**src/rtl/bios_load_sink_pkg.sv**
```systemverilog
`default_nettype none
// ============================================================================
// Module   : bios_load_pkg
// Brief    : Shared defaults, FIFO entry type and FSM states for the BIOS sink.
// Revision : 1.0
// ============================================================================
package bios_load_pkg;

    localparam int          DEF_WORDS     = 8192;
    localparam int          DEF_MEM_AW    = 19;
    localparam logic [18:0] DEF_BASE_ADDR = 19'h7E000;

    typedef struct packed {
        logic [12:0] addr;
        logic [15:0] data;
    } bios_entry_t;

    typedef enum logic [1:0] {
        ST_IDLE  = 2'd0,
        ST_WRITE = 2'd1,
        ST_DONE  = 2'd2
    } state_t;

endpackage
`default_nettype wire

```
**src/rtl/bios_load_sink_if.sv**
```systemverilog
`default_nettype none
// ============================================================================
// Module   : bios_load_sink_if
// Brief    : Loader handshake, SDRAM write port and status bundle of the sink.
// Revision : 1.0
// ============================================================================
interface bios_load_sink_if #(
    parameter int MEM_AW = 19
) ();

    logic              bios_start;
    logic [12:0]       bios_addr;
    logic [15:0]       bios_din;
    logic              bios_wr;
    logic              bios_req;
    logic              mem_req;
    logic [MEM_AW-1:0] mem_addr;
    logic [15:0]       mem_dout;
    logic              mem_ack;
    logic              bios_done;
    logic              cpu_reset;
    logic              overflow;
    logic [13:0]       word_count;
    logic [15:0]       checksum;

    // master: loader + memory controller side; slave: the sink itself
    modport master (
        output bios_start, bios_addr, bios_din, bios_wr, mem_ack,
        input  bios_req, mem_req, mem_addr, mem_dout,
        input  bios_done, cpu_reset, overflow, word_count, checksum
    );

    modport slave (
        input  bios_start, bios_addr, bios_din, bios_wr, mem_ack,
        output bios_req, mem_req, mem_addr, mem_dout,
        output bios_done, cpu_reset, overflow, word_count, checksum
    );

endinterface
`default_nettype wire

```
**src/rtl/bios_load_sink_fifo.sv**
```systemverilog
`default_nettype none
// ============================================================================
// Module   : bios_load_fifo
// Brief    : DEPTH-entry FIFO of {addr,data} words with synchronous flush.
// Revision : 1.0
// ============================================================================
module bios_load_fifo
    import bios_load_pkg::*;
#(
    parameter int DEPTH = 4
) (
    input  logic                       clk,
    input  logic                       rst_n,
    input  logic                       flush_i,
    input  logic                       push_i,
    input  bios_entry_t                din_i,
    input  logic                       pop_i,
    output bios_entry_t                dout_o,
    output logic [$clog2(DEPTH):0]     count_o,
    output logic                       full_o,
    output logic                       empty_o
);

    localparam int            AW     = $clog2(DEPTH);
    localparam logic [AW:0]   C_FULL = (AW+1)'(DEPTH);

    bios_entry_t   mem_q [DEPTH];
    logic [AW-1:0] wr_ptr_q;
    logic [AW-1:0] rd_ptr_q;
    logic [AW:0]   count_q;
    logic          do_push;
    logic          do_pop;

    assign full_o  = (count_q == C_FULL);
    assign empty_o = (count_q == '0);
    assign count_o = count_q;
    assign dout_o  = mem_q[rd_ptr_q];

    // A pop in the same cycle frees the slot, so a push into a full FIFO still lands.
    assign do_pop  = pop_i & ~empty_o;
    assign do_push = push_i & (~full_o | do_pop);

    always_ff @(posedge clk or negedge rst_n) begin
        if (!rst_n) begin
            wr_ptr_q <= '0;
            rd_ptr_q <= '0;
            count_q  <= '0;
        end else if (flush_i) begin
            wr_ptr_q <= '0;
            rd_ptr_q <= '0;
            count_q  <= '0;
        end else begin
            if (do_push) wr_ptr_q <= wr_ptr_q + 1'b1;
            if (do_pop)  rd_ptr_q <= rd_ptr_q + 1'b1;
            case ({do_push, do_pop})
                2'b10:   count_q <= count_q + 1'b1;
                2'b01:   count_q <= count_q - 1'b1;
                default: count_q <= count_q;
            endcase
        end
    end

    always_ff @(posedge clk) begin
        if (do_push && !flush_i) mem_q[wr_ptr_q] <= din_i;
    end

endmodule
`default_nettype wire

```
**src/rtl/bios_load_sink.sv**
```systemverilog
`default_nettype none
// ============================================================================
// Module   : bios_load_sink
// Brief    : Accepts BIOS words from the loader, writes them to SDRAM, releases CPU.
// Revision : 1.0
// ============================================================================
module bios_load_sink
    import bios_load_pkg::*;
#(
    parameter int                DEPTH     = 4,
    parameter int                WORDS     = DEF_WORDS,
    parameter int                MEM_AW    = DEF_MEM_AW,
    parameter logic [MEM_AW-1:0] BASE_ADDR = MEM_AW'(DEF_BASE_ADDR)
) (
    input logic             clk_sdr,
    input logic             reset_n,
    bios_load_sink_if.slave bus
);

    localparam int             CW        = $clog2(DEPTH) + 1;
    localparam logic [13:0]    C_WORDS   = 14'(WORDS);
    localparam logic [CW-1:0]  C_REQ_LIM = CW'(DEPTH - 1);

    state_t            state_q, state_d;
    logic              wr_q;
    logic              bios_req_q, bios_req_d;
    logic              mem_req_q, mem_req_d;
    logic [MEM_AW-1:0] mem_addr_q, mem_addr_d;
    logic [15:0]       mem_dout_q, mem_dout_d;
    logic              done_q, done_d;
    logic              cpu_reset_q, cpu_reset_d;
    logic              overflow_q, overflow_d;
    logic [13:0]       word_count_q, word_count_d;
    logic [15:0]       checksum_q, checksum_d;

    logic              accept;
    logic              fifo_push;
    logic              fifo_pop;
    logic              fifo_full;
    logic              fifo_empty;
    logic              fifo_drop;
    logic [CW-1:0]     fifo_count;
    logic [CW-1:0]     fifo_count_eff;
    bios_entry_t       push_entry;
    bios_entry_t       head_entry;

    assign accept     = bus.bios_wr & ~wr_q & ~done_q;
    assign fifo_push  = accept & ~bus.bios_start;
    assign fifo_pop   = (state_q == ST_IDLE) & ~fifo_empty & ~done_q & ~bus.bios_start;
    assign fifo_drop  = fifo_push & fifo_full & ~fifo_pop;
    assign push_entry = '{addr: bus.bios_addr, data: bus.bios_din};
    assign fifo_count_eff = bus.bios_start ? '0 : fifo_count;

    bios_load_fifo #(
        .DEPTH (DEPTH)
    ) u_fifo (
        .clk     (clk_sdr),
        .rst_n   (reset_n),
        .flush_i (bus.bios_start),
        .push_i  (fifo_push),
        .din_i   (push_entry),
        .pop_i   (fifo_pop),
        .dout_o  (head_entry),
        .count_o (fifo_count),
        .full_o  (fifo_full),
        .empty_o (fifo_empty)
    );

    always_comb begin
        state_d      = state_q;
        mem_req_d    = mem_req_q;
        mem_addr_d   = mem_addr_q;
        mem_dout_d   = mem_dout_q;
        done_d       = done_q;
        cpu_reset_d  = cpu_reset_q;
        overflow_d   = overflow_q | fifo_drop;
        word_count_d = word_count_q;
        checksum_d   = checksum_q;

        unique case (state_q)
            ST_IDLE: begin
                if (fifo_pop) begin
                    mem_addr_d = BASE_ADDR + MEM_AW'(head_entry.addr);
                    mem_dout_d = head_entry.data;
                    mem_req_d  = 1'b1;
                    state_d    = ST_WRITE;
                end
            end
            ST_WRITE: begin
                if (bus.mem_ack) begin
                    mem_req_d  = 1'b0;
                    checksum_d = checksum_q + mem_dout_q;
                    if (word_count_q != C_WORDS) word_count_d = word_count_q + 14'd1;
                    if (word_count_q + 14'd1 == C_WORDS) begin
                        state_d     = ST_DONE;
                        done_d      = 1'b1;
                        cpu_reset_d = 1'b0;
                    end else begin
                        state_d = ST_IDLE;
                    end
                end
            end
            ST_DONE: begin
                done_d      = 1'b1;
                cpu_reset_d = 1'b0;
            end
            default: state_d = ST_IDLE;
        endcase

        // Restart wins over anything else in flight, including a pending ack.
        if (bus.bios_start) begin
            state_d      = ST_IDLE;
            mem_req_d    = 1'b0;
            done_d       = 1'b0;
            cpu_reset_d  = 1'b1;
            overflow_d   = 1'b0;
            word_count_d = '0;
            checksum_d   = '0;
        end

        bios_req_d = ~done_d & (fifo_count_eff < C_REQ_LIM);
    end

    always_ff @(posedge clk_sdr or negedge reset_n) begin
        if (!reset_n) begin
            state_q      <= ST_IDLE;
            wr_q         <= 1'b0;
            bios_req_q   <= 1'b0;
            mem_req_q    <= 1'b0;
            mem_addr_q   <= '0;
            mem_dout_q   <= '0;
            done_q       <= 1'b0;
            cpu_reset_q  <= 1'b1;
            overflow_q   <= 1'b0;
            word_count_q <= '0;
            checksum_q   <= '0;
        end else begin
            state_q      <= state_d;
            wr_q         <= bus.bios_wr;
            bios_req_q   <= bios_req_d;
            mem_req_q    <= mem_req_d;
            mem_addr_q   <= mem_addr_d;
            mem_dout_q   <= mem_dout_d;
            done_q       <= done_d;
            cpu_reset_q  <= cpu_reset_d;
            overflow_q   <= overflow_d;
            word_count_q <= word_count_d;
            checksum_q   <= checksum_d;
        end
    end

    assign bus.bios_req   = bios_req_q;
    assign bus.mem_req    = mem_req_q;
    assign bus.mem_addr   = mem_addr_q;
    assign bus.mem_dout   = mem_dout_q;
    assign bus.bios_done  = done_q;
    assign bus.cpu_reset  = cpu_reset_q;
    assign bus.overflow   = overflow_q;
    assign bus.word_count = word_count_q;
    assign bus.checksum   = checksum_q;

endmodule
`default_nettype wire

```
**src/flat_wrapper.sv**
```systemverilog
// flat-port wrapper written by rule: the top's interface ports become plain ports
module bios_load_sink_flat import bios_load_pkg::*;
#(
    parameter int                DEPTH     = 4,
    parameter int                WORDS     = DEF_WORDS,
    parameter int                MEM_AW    = DEF_MEM_AW,
    parameter logic [MEM_AW-1:0] BASE_ADDR = MEM_AW'(DEF_BASE_ADDR)
)
  (clk_sdr, reset_n, bus_bios_start, bus_bios_addr, bus_bios_din, bus_bios_wr, bus_mem_ack, bus_bios_req, bus_mem_req, bus_mem_addr, bus_mem_dout, bus_bios_done, bus_cpu_reset, bus_overflow, bus_word_count, bus_checksum);
  bios_load_sink_if #(.MEM_AW(MEM_AW)) bus_i ();
  input logic clk_sdr;
  input logic reset_n;
  input wire logic [$bits(bus_i.bios_start)-1:0] bus_bios_start;
  input wire logic [$bits(bus_i.bios_addr)-1:0] bus_bios_addr;
  input wire logic [$bits(bus_i.bios_din)-1:0] bus_bios_din;
  input wire logic [$bits(bus_i.bios_wr)-1:0] bus_bios_wr;
  input wire logic [$bits(bus_i.mem_ack)-1:0] bus_mem_ack;
  output wire logic [$bits(bus_i.bios_req)-1:0] bus_bios_req;
  output wire logic [$bits(bus_i.mem_req)-1:0] bus_mem_req;
  output wire logic [$bits(bus_i.mem_addr)-1:0] bus_mem_addr;
  output wire logic [$bits(bus_i.mem_dout)-1:0] bus_mem_dout;
  output wire logic [$bits(bus_i.bios_done)-1:0] bus_bios_done;
  output wire logic [$bits(bus_i.cpu_reset)-1:0] bus_cpu_reset;
  output wire logic [$bits(bus_i.overflow)-1:0] bus_overflow;
  output wire logic [$bits(bus_i.word_count)-1:0] bus_word_count;
  output wire logic [$bits(bus_i.checksum)-1:0] bus_checksum;
  assign bus_i.bios_start = bus_bios_start;
  assign bus_i.bios_addr = bus_bios_addr;
  assign bus_i.bios_din = bus_bios_din;
  assign bus_i.bios_wr = bus_bios_wr;
  assign bus_i.mem_ack = bus_mem_ack;
  assign bus_bios_req = bus_i.bios_req;
  assign bus_mem_req = bus_i.mem_req;
  assign bus_mem_addr = bus_i.mem_addr;
  assign bus_mem_dout = bus_i.mem_dout;
  assign bus_bios_done = bus_i.bios_done;
  assign bus_cpu_reset = bus_i.cpu_reset;
  assign bus_overflow = bus_i.overflow;
  assign bus_word_count = bus_i.word_count;
  assign bus_checksum = bus_i.checksum;
  bios_load_sink #(.DEPTH(DEPTH), .WORDS(WORDS), .MEM_AW(MEM_AW), .BASE_ADDR(BASE_ADDR)) u_core (.clk_sdr(clk_sdr), .reset_n(reset_n), .bus(bus_i));
endmodule
```
**config.mk**
```make
export PLATFORM = sky130hd
export DESIGN_NAME = bios_load_sink_flat
export DESIGN_NICKNAME = d
export VERILOG_FILES = /design/src/rtl/bios_load_sink_pkg.sv /design/src/rtl/bios_load_sink_if.sv /design/src/rtl/bios_load_sink_fifo.sv /design/src/rtl/bios_load_sink.sv /design/src/flat_wrapper.sv
export SDC_FILE = /design/constraint.sdc
export NUM_CORES = 1
export LEC_CHECK = 0
export CAP_MARGIN = 0
export CORE_UTILIZATION = 56
export CTS_CLUSTER_SIZE = 12
export DETAILED_ROUTE_END_ITERATION = 12
export MAX_ROUTING_LAYER = met4
export PLACE_DENSITY = 0.88
export SLEW_MARGIN = 30
export SYNTH_ARGS = -nofsm -noshare
export SYNTH_HDL_FRONTEND = slang
export SYNTH_SLANG_ARGS = --single-unit
```
**constraint.sdc**
```tcl
create_clock -name clk_sdr -period 3.05 [get_ports clk_sdr]
set_input_delay 0.7625 -clock clk_sdr [delete_from_list [all_inputs] [get_ports clk_sdr]]
set_output_delay 0.7625 -clock clk_sdr [all_outputs]
set_load 0.1 [all_outputs]
```
### Yosys cells after proc, flatten, opt, wreduce, memory -nomap -nowiden

Memories as Yosys holds them, arrays and structs flattened.
Index checks and enable logic that the tools add are counted.

| operators by class | value |
|---|---|
| bitwise operators | 20 |
| add/subtract/negate cells | 7 |
| reduce and logical (&&, ||, !) cells | 18 |
| mux-type cells | 34 |
| $lt $le $gt $ge | 1 |
| equal/unequal tests | 11 |

Operators with widths:

| kind | number |
|---|---|
| 2-to-1 mux 14 bit | 4 |
| 2-to-1 mux 16 bit | 3 |
| adder 16 bit | 1 |
| 2-to-1 mux 2 bit | 8 |
| adder 14 x 14 -> 15 bit, first input constant | 1 |
| adder 14 x 1 -> 14 bit, second input constant | 1 |
| equality test 14 bit, second input constant | 1 |
| != test 14 bit, second input constant | 1 |
| 2-to-1 mux 1 bit | 12 |
| AND reduction 3 bit | 4 |
| bitwise AND 1 bit | 11 |
| nonzero test 2 bit | 5 |
| nonzero test 3 bit | 3 |
| NOT 1 bit | 7 |
| 2-to-1 mux 3 bit | 2 |
| != test 3 x 2 -> 1 bit, second input constant | 2 |
| case mux 1 bit (2 select lines) | 3 |
| case mux 2 bit (3 select lines) | 1 |
| case mux 3 bit (2 select lines) | 1 |
| adder 2 x 1 -> 2 bit, second input constant | 2 |
| equality test 2 x 1 -> 1 bit, second input constant | 2 |
| equality test 2 bit, second input constant | 2 |
| AND reduction 2 bit | 2 |
| adder 3 x 1 -> 3 bit, second input constant | 1 |
| other kinds (10) | 11 |

| storage, ports and cells | value |
|---|---|
| bits in writable memories | 116 |
| flip-flop bits (word level) | 80 |
| input bits | 34 |
| memories | 1 |

Memories:

| name | depth | bits a word | read ports | clocked after memory_dff | wr ports | RTL line | RTL |
|---|---|---|---|---|---|---|---|
| u_core.u_fifo.mem_q | 4 | 29 | 1 | 0 | 1 | bios_load_sink_fifo.sv:27 | `bios_entry_t mem_q [DEPTH];` |

### Longest topological paths before layout

Gate-level depths: netlist of the first run.

| depth | value |
|---|---|
| depth in word-level cells | 11 |
| gate-level depth with buffers | 10 |
| gate-level depth less buffers | 9 |

### Hierarchy

Synthesis of the first run repeated with hierarchy kept, for this count alone.

| unflattened totals | value |
|---|---|
| cells, all modules | 609 |
| area, all modules | 8644.5 sq um |

Modules (own cells, without submodules):

| module | sequential area each (sq um) | cells an instance | area each (sq um) | times used |
|---|---|---|---|---|
| bios_load_fifo | 3658.5 | 218 | 4750.8 | 1 |
| bios_load_sink | 1702.9 | 391 | 3893.7 | 1 |

### Worst setup path before layout of the first run

Ideal clock, no wire load.

| timing | value |
|---|---|
| path type | reg-to-reg |
| from | reg u_core.done_q, in the netlist u_core.bus.bios_done |
| to | mem u_core.u_fifo.mem_q[2][0] (netlist name) (enable) |
| path slack | 0.102 ns |
| buffers on the path | 0 |
| stages on the path, launching flop included | 4 |
| arrival time | 2.559 ns |
| library setup time | 0.389 ns |
| data required time | 2.661 ns |
| period minus slack after synthesis | 2.948 ns |
| cell sequence | dfrtp_1 -> nor4b_1 -> a21boi_2 -> and2_1 |

| on the way | value |
|---|---|
| cells in the longest elaborated chain, start to end | 9 |
| elaborated cells between the ends (all ways) | 11 |

RTL lines:

| what | RTL line | RTL |
|---|---|---|
| from (decl) | bios_load_sink.sv:30 | `logic done_q, done_d;` |
| from (signal assigned) | bios_load_sink.sv:144 | `done_q <= done_d;` |
| NOT 1 bit * | bios_load_sink.sv:47, bios_load_sink.sv:49 |  |
| bitwise AND 1 bit (2 in series) | bios_load_sink.sv:49 | `assign fifo_pop = (state_q == ST_IDLE) & ~fifo_empty & ~done_q & ~bus.bios_start;` |
| bitwise AND 1 bit | bios_load_sink_fifo.sv:40 | `assign do_pop = pop_i & ~empty_o;` |
| bitwise OR 1 bit | bios_load_sink_fifo.sv:41 | `assign do_push = push_i & (~full_o \| do_pop);` |
| bitwise AND 1 bit * | bios_load_sink_fifo.sv:41 |  |
| logical AND 1 bit * | bios_load_sink_fifo.sv:64 | `if (do_push && !flush_i) mem_q[wr_ptr_q] <= din_i;` |
| 2-to-1 mux 1 bit * | bios_load_sink_fifo.sv:64 |  |
| 2-to-1 mux 1 bit (implied by the code) * | bios_load_sink_fifo.sv:64 |  |
| to (decl) | bios_load_sink_fifo.sv:27 |  |

Every way passes the cells marked *; elsewhere a longest branch is shown, timed or not.

### Final worst setup path of the first run

| timing | value |
|---|---|
| from | in bus_bios_start |
| to | reg u_core.u_fifo.count_q[2], in the netlist u_core.u_fifo.count_o[2] |

| on the way | value |
|---|---|
| cells in the longest elaborated chain, start to end | 8 |
| elaborated cells between the ends (all ways) | 11 |

RTL lines:

| what | RTL line | RTL |
|---|---|---|
| from (decl) | flat_wrapper.sv:13 | `input wire logic [$bits(bus_i.bios_start)-1:0] bus_bios_start;` |
| NOT 1 bit | bios_load_sink.sv:48, bios_load_sink.sv:49 |  |
| bitwise AND 1 bit | bios_load_sink.sv:49 |  |
| bitwise AND 1 bit | bios_load_sink_fifo.sv:40 |  |
| bitwise OR 1 bit | bios_load_sink_fifo.sv:41 |  |
| bitwise AND 1 bit | bios_load_sink_fifo.sv:41 |  |
| equality test 2 x 1 -> 1 bit / equality test 2 bit (equally long branches) | bios_load_sink_fifo.sv:55 | `case ({do_push, do_pop})` |
| case mux 3 bit (2 select lines) | bios_load_sink_fifo.sv:55 |  |
| 2-to-1 mux 3 bit | bios_load_sink_fifo.sv:48 | `end else if (flush_i) begin` |
| to (signal assigned) | bios_load_sink_fifo.sv:56 | `2'b10: count_q <= count_q + 1'b1;` |
| to (signal assigned) | bios_load_sink_fifo.sv:57 | `2'b01: count_q <= count_q - 1'b1;` |
| to (signal assigned) | bios_load_sink_fifo.sv:58 | `default: count_q <= count_q;` |
| to (decl) | bios_load_sink_fifo.sv:30 | `logic [AW:0] count_q;` |

Several ways; a longest one is shown, not always the timed one.
A chain may end at the register's enable or synchronous reset.

==> results of run 1 <==
[layout make-up]
class                      instances  share of cell area, %
clock inverter                    14                   1.24
sequential                       191                   52.4
inverter                          11                  0.404
timing repair buffer             125                   10.2
multi-input combinational        418                   29.2
tap                              184                   2.25
clock buffer                      18                   4.20
[metrics by stage]
stage	total power [µW]	instance area (µm²)
detailed placement	7180	9670
floorplan	6260	8550
global placement	7060	9670
finish	9270	10200
global route	9640	10200
CTS	9300	10200
[cells in the mapped netlist, types with 11 or more instances]
cell type,n
nand3_1,15
dfrtp_1,74
inv_1,11
edfxtp_1,116
nand2_1,130
mux4_2,29
ha_1,25
clkbuf_1,20
nor2_1,28
a21oi_1,25
o21ai_0,32
nor3_1,15
[worst reg2reg max path: stages, from the launching register on]
cell and delay (ns):
dfrtp_1 0.50, ha_1 0.30, nand2_1 0.15, nor4_2 0.54, and3_1 0.25, o2111a_1 0.22
nand3_1 0.13, a211o_1 0.28
[metal layers]
| layer | vias to the layer above | routed length (µm) |
|---|---|---|
| met3 | 50 | 1140 |
| li1 | 2641 | - |
| met5 | - | 0 |
| met1 | 2949 | 7870 |
| met2 | 255 | 9770 |
| met4 | 0 | 516 |
[state kept, by name, indices dropped and copies added (netlist names)]
register / cells
u_core.bus.checksum: 16
u_core.bus.mem_dout: 16
u_core.u_fifo.rd_ptr_q: 2
u_core.wr_q: 1
u_core.u_fifo.wr_ptr_q: 2
u_core.bus.bios_req: 1
u_core.u_fifo.count_o: 3
u_core.bus.bios_done: 1
u_core.bus.mem_addr: 14
u_core.bus.overflow: 1
u_core.u_fifo.mem_q: 116
u_core.bus.word_count: 14
u_core.bus.cpu_reset: 1
u_core.state_q: 2
u_core.bus.mem_req: 1
[where the power goes]
part           internal (µW)  leakage [µW]  switching (µW)
combinational           1040       0.00177            2820
sequential              3040       0.00202             282
clock                   1080      0.000272            1020
[kinds of logic after synthesis]
| logic type | Yosys count |
|---|---|
| flops | 191 |
| simple gates | 235 |
| buf+inv | 47 |
| mux | 34 |
| fa+ha+maj | 27 |
| compound gates | 106 |
| xor+xnor | 16 |
[how the worst max path moves through the flow]
| stage | start | to | slack (ns) | depth (start not counted) |
|---|---|---|---|---|
| 2_1_floorplan | u_core.bus.bios_done | u_core.u_fifo.mem_q[2][0] | 0.10 | 3 |
| 3_3_place_gp | bus_bios_start | u_core.u_fifo.count_o[2] | 0.18 | 7 |
| 3_5_place_dp | bus_bios_start | u_core.u_fifo.count_o[2] | 0.09 | 7 |
| 4_1_cts | bus_bios_start | u_core.u_fifo.count_o[2] | 0.48 | 8 |
| 5_1_grt | bus_bios_start | u_core.u_fifo.count_o[2] | 0.34 | 8 |
| 6_report | bus_bios_start | u_core.u_fifo.count_o[2] | 0.41 | 8 |
[layout by cell type (no fill, tap or decap), types with 4 or more instances in the layout]
cell             instances
a211oi_1                 7
a21o_1                   7
a21oi_1                 25
a31oi_1                  7
and2_1                   5
buf_4                   90
clkbuf_16               17
clkdlybuf4s50_1         32
dfrtp_1                 73
edfxtp_1               116
ha_1                    25
inv_1                   11
inv_8                    4
mux4_2                  29
nand2_1                130
nand3_1                 15
nor2_1                  27
nor3_1                  15
nor4b_1                  7
o21ai_0                 31
o31ai_1                  5
or4_1                    4
xnor2_1                 10
xor2_1                   6
==> results.md, run 1 <==
- Number of DRC violations after detailed-routing iteration 0: 531
- GR met1 Demand/Resource: 33.0%
- Maximum cell stage delay along the critical path: 0.55 ns
- Worst endpoint data arrival time: 2.99 ns
- Setup repair after global routing missed its margin: false
- XOR/XNOR Fraction of Synth Area: 1.64%
- Cell taking the most area after synthesis: edfxtp_1
- Startpoint type of the worst setup path: input pin
- Period utilisation layout: 86.6%
- Level count of the clock H-tree: 4
- Max Slew Vio Count: 0
- Net count of the mapped netlist: 717
- Fill cells: 965
- Drt via density: 6.13
- Maximum buffer depth of the clock tree: 2
- Sum of buffers and inverters on the critical path: 1
- Slew HR: 36.1%
- Net count reported at finish: 825
- Top flip-flop cell by instance count after synthesis: edfxtp_1
- Clock transition at the register clock pins on the worst setup and hold paths after CTS: 0.07 ns
- Crit-path max FO: 6
- Area of the mapped netlist: 8550 µm²
- Total wirelength of the detailed-routed design: 19,300 µm
- Worst reg2reg path endpoint: u_core.bus.bios_req
- Root buffer cell: clkbuf_16
- Average instance area after synthesis: 13.0 µm²
- Final setup slack of the worst path: 0.409 ns
- Worst Hold Slack: 0.331 ns
- Total half-perimeter wirelength after legalization and detailed placement: 12,800 µm
- Number of sinks handled by clock tree synthesis: 191
- Peak supply drop: 0.793 mV
- Clock period minus worst slack: 2.64 ns
- Type of the worst setup path: input pin to register
- Die Outline Area: 15,800 µm²
- DP Cell Count: 929
- Ys async rst share: 39.3%
- Violated checks: design-rule violations
- Finish-stage setup viols: 0
- TritonCTS clock tree: yes
- Category of cells accounting for the largest share of critical-path delay: simple AND/OR/NAND/NOR gates
- Fraction of final layout cells with drive strength greater than 1: 21.5%
- Largest net degree at the start of global routing: 76
- Worst Reg2Reg Path Length in Cells: 7
- Final cell utilization of the core: 69.6%
- GRT Residual Overflow: 0
- Number of detailed-routing iterations run before antenna repair: 10
- Reg-to-reg critical path startpoint: u_core.bus.word_count[1]
- Num ports: 104
- Area occupied by registers: 5360 µm²
- Largest family of logic cells by synthesized area: simple AND/OR/NAND/NOR gates
- Post-Synthesis Cells: 656
- Post-synthesis adder-cell area fraction: 4.13%
- Weighted congestion at the end of routability-driven global placement: 0.895
- Mean routed wirelength per cell: 20.1 µm
- Critical-path top delay cell: clkdlybuf4s50_1
- Part of the Yosys area used for sequential elements: 62.7%
- Area share of the largest cell type after synthesis: 40.7%
- Starting density of the core: 58.2%
- Setup_tns: 0 ns
- Row count: 44
- Number of distinct library cells after synthesis: 66
- Tightest Hold Check Type: input pin to async pin
- Register-to-register setup slack: 0.56 ns
- Count of placed standard cells in the final layout, fillers left out: 961
- Share of cell area taken by muxes after synthesis: 8.25%
- Kind of end point of the critical path: register
- Die Span X: 126 µm
- Post-route DRC violation count: 8
- Crit-path cells: clkdlybuf4s50_1 > or3b_1 > nor3_2 > fa_1 > xnor2_1 > nor3_1 > a21oi_1 > o21ai_0
- Post-synth EDFFs: 116
- Worst Setup Slack post-DPL: 0.0896 ns
- Power Density: 907 nW/µm²
- Skew-Pair Late Insertion Delay: 0.43 ns
- Required time reported for the critical path endpoint: 3.40 ns
- Area contributors post-synth: edfxtp_1 (41%), dfrtp_1 (22%), mux4_2 (7.6%)
- Area of the multi-input gates: 2990 µm²
- Vias after detailed routing: 5,895
- Simple logic cell fraction of the synthesized area: 12.9%
- Yosys synthesis warning count: 0
- Number of antenna-violating nets in the routed design: 0
- Number of buffers inserted during clock tree synthesis: 17
- Status: finished, violations left
- Routing layer with the top usage in global route: met2
- Post-Route Skew: 0.00612 ns
- Number of buffers inserted to repair setup after CTS: 0
- Post-CTS Resized: 0
- Final-report hold violation count: 0
- Post-synthesis register bit count: 191
- Overall global routing resource usage: 26.9%
- Area of the placeable core: 14,700 µm²
- Buffers on Ports: 103
- Met2 track utilization from global routing: 44.1%
- Met3 Use GR: 5.01%
- Die outline height: 126 µm
- Antenna violations before repair: 0
- Wire length of the first global-routing pass: 31,300 µm
- Via count of the first global-routing pass: 6,059
- Number of buffers added to fix hold violations after cts: 0
- P_leak: 0.00407 µW
- Number of maximum-capacitance constraint violations: 0
- Synthesis-to-layout area growth: 19.6%
- Complex-gate fraction of the synthesized area: 8.05%
- N_diodes: 0
- Max frequency: 0.379 GHz
- Tightest Pin Transition: 0.951 ns
Note: power is estimated with default switching activity, not from simulation.
==> run 2, diff against run 1 <==
--- a/config.mk
+++ b/config.mk
@@ -7,6 +7,7 @@
 export LEC_CHECK = 0
 export CAP_MARGIN = 0
 export CORE_UTILIZATION = 56
+export CTS_CLUSTER_DIAMETER = 60
 export CTS_CLUSTER_SIZE = 12
 export DETAILED_ROUTE_END_ITERATION = 12
 export MAX_ROUTING_LAYER = met4
==> results of run 2 <==
Final layout, timing and power as in run 1 (identical DEF).
